<file path="config.mk">
export PLATFORM = sky130hd
export DESIGN_NAME = mult_acc_pipe
export DESIGN_NICKNAME = d
export VERILOG_FILES = /design/src/rtl/mult_acc_pkg.sv /design/src/rtl/mult_acc_delay.sv /design/src/rtl/mult_acc_pipe.sv
export SDC_FILE = /design/constraint.sdc
export NUM_CORES = 2
export LEC_CHECK = 0
export BUFFER_PORTS_ARGS = -buffer_cell sky130_fd_sc_hd__buf_2
export CAP_MARGIN = 10
export CORE_MARGIN = 4
export CORE_UTILIZATION = 50
export CTS_CLUSTER_SIZE = 40
export DETAILED_ROUTE_END_ITERATION = 16
export PLACE_DENSITY = 0.72
export SLEW_MARGIN = 40
export SYNTH_ARGS = -nofsm -noshare
export SYNTH_HDL_FRONTEND = slang
export SYNTH_SLANG_ARGS = --single-unit
</file>
<file path="constraint.sdc">
create_clock -name clk -period 7.15 [get_ports clk]
set_input_delay 0.3575 -clock clk [delete_from_list [all_inputs] [get_ports clk]]
set_output_delay 0.3575 -clock clk [all_outputs]
set_load 0.02 [all_outputs]
</file>
<file path="src/rtl/mult_acc_pkg.sv">
// Shared types and constants for the pipelined multiply-accumulate block.
// Contents:
//   MAX_PIPE_STAGES  - largest legal product pipeline depth
//   MODE_UNSIGNED / MODE_SIGNED - operand interpretation encodings
//   stage_ctrl_t     - per-sample control fields carried down the product pipe
//   mult_acc_latency - in_valid to out_valid latency in cycles
package mult_acc_pkg;

    localparam int unsigned MAX_PIPE_STAGES = 4;

    localparam logic MODE_UNSIGNED = 1'b0;
    localparam logic MODE_SIGNED   = 1'b1;

    // Control half of the pipe-stage bundle. The product rides alongside it in
    // the same delay-line word, and the valid bit has its own reset-capable
    // lane in the delay line, because the product width is a parameter of the
    // block.
    typedef struct packed {
        logic signed_mode;
        logic acc_en;
    } stage_ctrl_t;

    // Input register + product stages + accumulator register.
    function automatic int unsigned mult_acc_latency(input int unsigned pipe_stages);
        return pipe_stages + 32'd2;
    endfunction

endpackage

</file>
<file path="src/rtl/mult_acc_delay.sv">
// Register chain of configurable width and depth with a separate valid lane.
// Only the valid lane is reset (synchronous, active-low). DEPTH == 0 is a
// combinational pass-through.
// Ports:
//   clk, reset          - clock, synchronous active-low reset
//   in_valid, in_data   - sample entering the chain
//   out_valid, out_data - sample leaving the chain DEPTH cycles later
module mult_acc_delay #(
    parameter int unsigned WIDTH = 8,
    parameter int unsigned DEPTH = 1
) (
    input  logic             clk,
    input  logic             reset,
    input  logic             in_valid,
    input  logic [WIDTH-1:0] in_data,
    output logic             out_valid,
    output logic [WIDTH-1:0] out_data
);

    if (DEPTH == 0) begin : g_pass
        // Clock and reset are not needed when there are no registers.
        logic unused_ok;
        assign unused_ok = ^{clk, reset};
        assign out_valid = in_valid;
        assign out_data  = in_data;
    end else begin : g_regs
        logic [DEPTH-1:0] vld_q;
        logic [WIDTH-1:0] data_q [DEPTH];

        // Valid lane: cleared on reset so in-flight samples are dropped.
        always_ff @(posedge clk) begin
            if (!reset) begin
                vld_q <= '0;
            end else begin
                vld_q[0] <= in_valid;
                for (int i = 1; i < int'(DEPTH); i++) begin
                    vld_q[i] <= vld_q[i-1];
                end
            end
        end

        // Data lane: free-running, meaningless while its valid is low.
        always_ff @(posedge clk) begin
            data_q[0] <= in_data;
            for (int i = 1; i < int'(DEPTH); i++) begin
                data_q[i] <= data_q[i-1];
            end
        end

        assign out_valid = vld_q[DEPTH-1];
        assign out_data  = data_q[DEPTH-1];
    end

endmodule

</file>
<file path="src/rtl/mult_acc_pipe.sv">
// Pipelined signed/unsigned multiply-accumulate with sticky overflow.
// Pipeline: input register -> product (PIPE_STAGES registers) -> accumulator.
// Latency in_valid -> out_valid is PIPE_STAGES+2 cycles, one sample per cycle.
// Build option: define MULT_ACC_SAT_EN to saturate the accumulator on overflow
// instead of wrapping (overflow flag behaves the same either way).
// Ports:
//   clk, reset   - clock, synchronous active-low reset
//   in_valid     - a/b/signed_mode/acc_en are sampled this cycle
//   a, b         - operands
//   signed_mode  - 1: two's-complement operands, 0: unsigned
//   acc_en       - 1: accumulate, 0: load product and start a new chain
//   out_valid    - z/overflow updated this cycle
//   z            - accumulator value
//   overflow     - sticky overflow flag for the current chain
module mult_acc_pipe
    import mult_acc_pkg::*;
#(
    parameter int unsigned A_WIDTH     = 20,
    parameter int unsigned B_WIDTH     = 18,
    parameter int unsigned ACC_WIDTH   = 48,
    parameter int unsigned PIPE_STAGES = 1
) (
    input  logic                 clk,
    input  logic                 reset,
    input  logic                 in_valid,
    input  logic [A_WIDTH-1:0]   a,
    input  logic [B_WIDTH-1:0]   b,
    input  logic                 signed_mode,
    input  logic                 acc_en,
    output logic                 out_valid,
    output logic [ACC_WIDTH-1:0] z,
    output logic                 overflow
);

    localparam int unsigned PROD_WIDTH   = A_WIDTH + B_WIDTH;
    localparam int unsigned CTRL_WIDTH   = $bits(stage_ctrl_t);
    localparam int unsigned BUNDLE_WIDTH = CTRL_WIDTH + ACC_WIDTH;

    // Parameter legality.
    if (ACC_WIDTH < PROD_WIDTH) begin : g_bad_acc_width
        $error("mult_acc_pipe: ACC_WIDTH must be >= A_WIDTH+B_WIDTH");
    end
    if (PIPE_STAGES > MAX_PIPE_STAGES) begin : g_bad_pipe_stages
        $error("mult_acc_pipe: PIPE_STAGES out of range 0..4");
    end

    // Stage 0: input register.
    logic               in_vld_q;
    logic [A_WIDTH-1:0] a_q;
    logic [B_WIDTH-1:0] b_q;
    logic               sm_q;
    logic               en_q;

    always_ff @(posedge clk) begin
        if (!reset) begin
            in_vld_q <= 1'b0;
        end else begin
            in_vld_q <= in_valid;
        end
    end

    always_ff @(posedge clk) begin
        a_q  <= a;
        b_q  <= b;
        sm_q <= signed_mode;
        en_q <= acc_en;
    end

    // Product: extending both operands to the product width first makes a
    // plain modular multiply produce the exact signed or unsigned product.
    logic [PROD_WIDTH-1:0] a_ext;
    logic [PROD_WIDTH-1:0] b_ext;
    logic [PROD_WIDTH-1:0] prod;
    logic [ACC_WIDTH-1:0]  prod_ext;

    always_comb begin
        a_ext    = (sm_q == MODE_SIGNED) ? PROD_WIDTH'($signed(a_q)) : PROD_WIDTH'(a_q);
        b_ext    = (sm_q == MODE_SIGNED) ? PROD_WIDTH'($signed(b_q)) : PROD_WIDTH'(b_q);
        prod     = a_ext * b_ext;
        prod_ext = (sm_q == MODE_SIGNED) ? ACC_WIDTH'($signed(prod)) : ACC_WIDTH'(prod);
    end

    // Product delay line carrying control and product together.
    stage_ctrl_t             s0_ctrl;
    logic [BUNDLE_WIDTH-1:0] s0_bundle;
    logic                    d_vld;
    logic [BUNDLE_WIDTH-1:0] d_bundle;
    stage_ctrl_t             d_ctrl;
    logic [ACC_WIDTH-1:0]    d_prod;

    assign s0_ctrl   = '{signed_mode: sm_q, acc_en: en_q};
    assign s0_bundle = {s0_ctrl, prod_ext};

    mult_acc_delay #(
        .WIDTH (BUNDLE_WIDTH),
        .DEPTH (PIPE_STAGES)
    ) u_delay (
        .clk       (clk),
        .reset     (reset),
        .in_valid  (in_vld_q),
        .in_data   (s0_bundle),
        .out_valid (d_vld),
        .out_data  (d_bundle)
    );

    assign d_ctrl = stage_ctrl_t'(d_bundle[BUNDLE_WIDTH-1:ACC_WIDTH]);
    assign d_prod = d_bundle[ACC_WIDTH-1:0];

    // Accumulator stage.
    logic [ACC_WIDTH-1:0] acc_q;
    logic [ACC_WIDTH-1:0] acc_d;
    logic                 ovf_q;
    logic                 ovf_d;
    logic                 out_vld_q;
    logic [ACC_WIDTH:0]   sum;
    logic                 add_ovf;

    always_comb begin
        acc_d = acc_q;
        ovf_d = ovf_q;
        sum   = {1'b0, acc_q} + {1'b0, d_prod};
        // The arriving sample's mode decides how the add is judged.
        if (d_ctrl.signed_mode == MODE_SIGNED) begin
            add_ovf = (acc_q[ACC_WIDTH-1] == d_prod[ACC_WIDTH-1]) &&
                      (sum[ACC_WIDTH-1] != d_prod[ACC_WIDTH-1]);
        end else begin
            add_ovf = sum[ACC_WIDTH];
        end

        if (d_vld) begin
            if (!d_ctrl.acc_en) begin
                acc_d = d_prod;
                ovf_d = 1'b0;
            end else begin
                acc_d = sum[ACC_WIDTH-1:0];
`ifdef MULT_ACC_SAT_EN
                // Signed overflow only happens when both addends share the
                // product's sign, so that sign picks the clamp direction.
                if (add_ovf) begin
                    if (d_ctrl.signed_mode == MODE_SIGNED) begin
                        acc_d = d_prod[ACC_WIDTH-1] ? {1'b1, {(ACC_WIDTH-1){1'b0}}}
                                                    : {1'b0, {(ACC_WIDTH-1){1'b1}}};
                    end else begin
                        acc_d = '1;
                    end
                end
`endif
                ovf_d = ovf_q | add_ovf;
            end
        end
    end

    always_ff @(posedge clk) begin
        if (!reset) begin
            acc_q     <= '0;
            ovf_q     <= 1'b0;
            out_vld_q <= 1'b0;
        end else begin
            acc_q     <= acc_d;
            ovf_q     <= ovf_d;
            out_vld_q <= d_vld;
        end
    end

    assign z         = acc_q;
    assign overflow  = ovf_q;
    assign out_valid = out_vld_q;

endmodule
</file>
# Yosys cells after proc, flatten, opt, wreduce, memory -nomap -nowiden
# Memories as Yosys holds them, arrays and structs flattened.
# Cells that the tools add are included.
# word_totals
regBits,92
memories,1
ram_bits,50
output_inout_bits,50
# mem_list
memory,depth,word_bits,rd,rd_ports_with_merged_regs,write_ports,line,source
u_delay.g_regs.data_q,1,50,1,0,1,mult_acc_delay.sv:28,logic [WIDTH-1:0] data_q [DEPTH];
# classes
n_mux,6
addsub,1
bitwise,1
eq_ne,2
reduce_logical,1
n_mul,1
# ops
operator,count
$mux 48,2
$mux 38,2
$add 48x48->49,1
$mul 38x38->38,1
$mux 1,2
$eq 1x1->1,1
$logic_and 1x1->1,1
$ne 1x1->1,1
$or 1x1->1,1

# Logic depth before layout (Yosys ltp)
# depth
ltp_word,6
depth_mapped,32
ltp_nobuf,30

# Modules after synthesis
# From an unflattened synthesis, not the netlist that was laid out.
# unflattened
hier_cells,2721
hier_area_um2,24871.4
# modules_own_cells
module,area_each_um2,seq_area_each_um2,cells_each,n_inst
mult_acc_pipe,23844.1,1821.7,2669,1
mult_acc_delay,1027.2,1021.0,52,1

# Least setup slack after synthesis
# Ideal clock, no wire load.
# synth_timing
path_type,register to register
from,register sm_q
to,memory u_delay.g_regs.data_q[0][36] in the netlist's numbering
path_stages_with_launch,29
required_ns,7.078
slack_ns,-0.084
arrival_ns,7.162
period_less_slack_ns,7.234
cell_sequence,dfxtp_1 > clkbuf_1 > and2_1 > clkbuf_1 > nand2_1 > fa_1 > inv_1 > fa_1 > fa_1 > inv_1 > fa_1 > fa_1 > inv_1 > ha_1 > fa_1 > inv_1 > fa_1 > inv_1 > ha_1 > a21o_1 > a21o_1 > a21oi_1 > o21bai_1 > nor3_2 > a21oi_1 > a311o_1 > a221o_1 > a21oi_2 > xnor2_1
# synth_via
elab_chain_len,3
word_cells_on_any_way,4
# synth_rtl
item,line,source
start: declaration,mult_acc_pipe.sv:51,logic sm_q;
start signal: assignment,mult_acc_pipe.sv:65,sm_q <= signed_mode;
"$mux 38, on equally long branches","mult_acc_pipe.sv:77, mult_acc_pipe.sv:78",
$mul 38x38->38 *,mult_acc_pipe.sv:79,prod = a_ext * b_ext;
named net prod[36],mult_acc_pipe.sv:73,logic [PROD_WIDTH-1:0] prod;
$mux 48 *,mult_acc_pipe.sv:80,prod_ext = (sm_q == MODE_SIGNED) ? ACC_WIDTH'($signed(prod)) : ACC_WIDTH'(prod);
end: declaration,mult_acc_delay.sv:28,
# Mark *: on every way through the listed nets, which the timed path passes. The rest lies on a longest branch.

# Worst setup path in the final report
# layout_timing
from,register a_q[19]
to,memory u_delay.g_regs.data_q[0][35] in the netlist's numbering
# layout_via
elab_chain_len,3
# layout_rtl
item,line,source
start: declaration,mult_acc_pipe.sv:49,logic [A_WIDTH-1:0] a_q;
start signal: assignment,mult_acc_pipe.sv:63,a_q <= a;
$mux 38,mult_acc_pipe.sv:77,a_ext = (sm_q == MODE_SIGNED) ? PROD_WIDTH'($signed(a_q)) : PROD_WIDTH'(a_q);
$mul 38x38->38,mult_acc_pipe.sv:79,
named net prod[35],mult_acc_pipe.sv:73,
$mux 48,mult_acc_pipe.sv:80,
# The timed path passes the listed nets, and every way through them passes these cells.

==> metrics.csv <==
metric,value,unit
"Primary FF master, synth",dfxtp_1,
Congestion Overflow GR,0,
post-synthesis cell area,24800,um2
Routability Congestion,0.956,
syn avg cell area,9.22,um2
critical path type,reg2reg,
skew final,0.0274,ns
DRC viols,0,
Yosys top cell area share,39.4,%
clock buffer depth,2,
Hold WS,0.0690,ns
Yosys warning count,0,
crit end category,flop,
Via density,5.20,
# diodes,0,
final net count,3561,
final hold vios,0,
CTS buffer count,17,
GRT Util Overall,24.1,%
Worst-path clk slew,0.07,ns
part of the cycle the worst path needs,96.9,%
first-pass GRT wire length,102,mm
CTS root buffer,clkbuf_16,
post-place instance area,26300,um2
crit path max-delay cell type,fa_1,
Initial Util,50.6,%
Fmax,144,MHz
Inst Count DP,3421,
Cell Rows,81,
worst min-delay path class,in2reg,
"EDFF count, synth",0,
crit path max fanout,7,
final instance area,27500,um2
share of cells above drive strength 1,11.2,%
Mapped Cells,2691,
I/O pin cnt,93,
total die area,53300,um2
Vias,18200,
status,"finished, final reports clean",
largest area contributor in the netlist,fa_1,
Final min period,6.93,ns
Cell variety after synth,81,
largest net degree at the start of global routing,92,
share of synthesized registers carrying an async set or reset,0,%
worst-skew pair later-pin latency,0.50,ns
Final Instance Count excl. Fillers,3497,
PortBufs,92,
Initial DRC Count,1198,
Critical Path Max Stage Delay,0.54,ns
ANT nets after route,0,
# clock sinks,133,
DR pass1 iterations,6,
Yosys reg bits,133,
total wire length,61.9,mm
"Data arrival, critical path",7.29,ns
Setup-failing EPs final,0,
die width,231,um
synth cell count leaders,"inv_1 (619), fa_1 (489), and2_1 (220)",
initial antenna violation count,1,
wire per inst,17.7,um
Crit path top cell by count,fa_1,
CP Launch Type,flop,
Synth area leaders,"fa_1 (39%), dfxtp_1 (11%), ha_1 (11%)",
Fill cells,4368,
number of H-tree levels,4,
critical path data required time,7.51,ns
area taken by multi-input logic gates,19400,um2
GR Util met3,5.16,%
Placeable Area,49100,um2
sequential share of the synthesized area,10.7,%
grt met2 use,38.9,%
Seq. cell area,2720,um2
Die H,231,um
CTS tree,yes,
"count leader, synth",inv_1,
met1 Usage GRT,32.9,%
P&R area growth vs syn,10.9,%
syn_nets,3432,
Top Usage Layer GRT,met2,
setup_tns,0,ns
max-cap violation count,0,
DP HPWL,52.2,mm
Rel. slew slack,57.3,%
Worst-Margin Slew,0.641,ns
vias in the first global route,19500,
Slew Limit Fails,0,
## cell type report
cell class,count,share of cell area [%]
clock buffers,17,1.55
clock inverters,15,0.659
inverters,619,8.44
multi-input cells,1826,70.5
flip-flops and latches,133,9.87
well taps,664,3.02
repair buffers,223,6.00
## kinds of logic after synthesis
kind of cell	Yosys count	share of synthesized area, %
buffers and inverters	732	11.4
adder cells (fa/ha/maj)	700	50.1
AND/OR/NAND/NOR	636	13.0
AO/OA/AOI/OAI	330	8.93
flip-flops	133	10.7
XOR/XNOR	122	4.31
multiplexers	38	1.54
## worst max-delay path, delay by kind of cell (launching register included)
kind            cells  cell delay [ns]
buf+inv             7             0.56
simple gates        4             0.39
compound gates      7             1.06
fa+ha+maj           9             4.27
flops               1             0.36
xor+xnor            1             0.15
## layer usage
metal	share of wire, %	vias up
met2	46	598
met1	44	9034
met5	0	-
met3	6.6	108
met4	3.0	0
li1	-	8444
## what timing repair did
item | CTS | global route
buffers inserted | 0 | 6
pin swaps | 0 | 19
hold endpoints to repair | 37 | 0
hold buffers | 37 | 0
resized for setup | 3 | 67
setup endpoints to repair | 1 | 9
gates cloned | 0 | 1
## cell usage in the layout, fill, tap and decap left out, types with 84 or more instances in the layout
master,n
a21oi_1,98
and2_1,219
xnor2_1,93
dfxtp_1,102
nor2_1,84
buf_2,92
ha_1,205
inv_1,613
fa_1,485
nand2_1,214
## state kept, by name, summed over array words and instances (netlist names)
register               count
z                         48
overflow                   1
in_vld_q                   1
a_q                       20
en_q                       1
sm_q                       1
u_delay.g_regs.data_q     41
b_q                       18
out_valid                  1
u_delay.out_valid          1
## stage by stage
step	worst slack (ns)	util, %
floorplan	0.00141	-
global placement	0.107	53.6
detailed placement	-0.0329	53.6
CTS	0.00836	55.6
global route	-0.0236	56.1
finish	0.225	56.1
## path summary, 6_finish.rpt
kind,depth (start not counted),endpoint,startpoint,slack [ns]
worst max-delay path,28,u_delay.g_regs.data_q[0][35]$_DFF_P_,a_q[19]$_DFF_P_,0.22
worst min-delay path,1,a_q[8]$_DFF_P_,a[8],0.07
worst max register to register,28,u_delay.g_regs.data_q[0][35]$_DFF_P_,a_q[19]$_DFF_P_,0.22
worst min register to register,0,u_delay.g_regs.data_q[0][48]$_DFF_P_,en_q$_DFF_P_,0.34
Power is left out: the tool's default activity adds up to more than one toggle a clock period on the data nets, which glitch-free logic cannot reach.
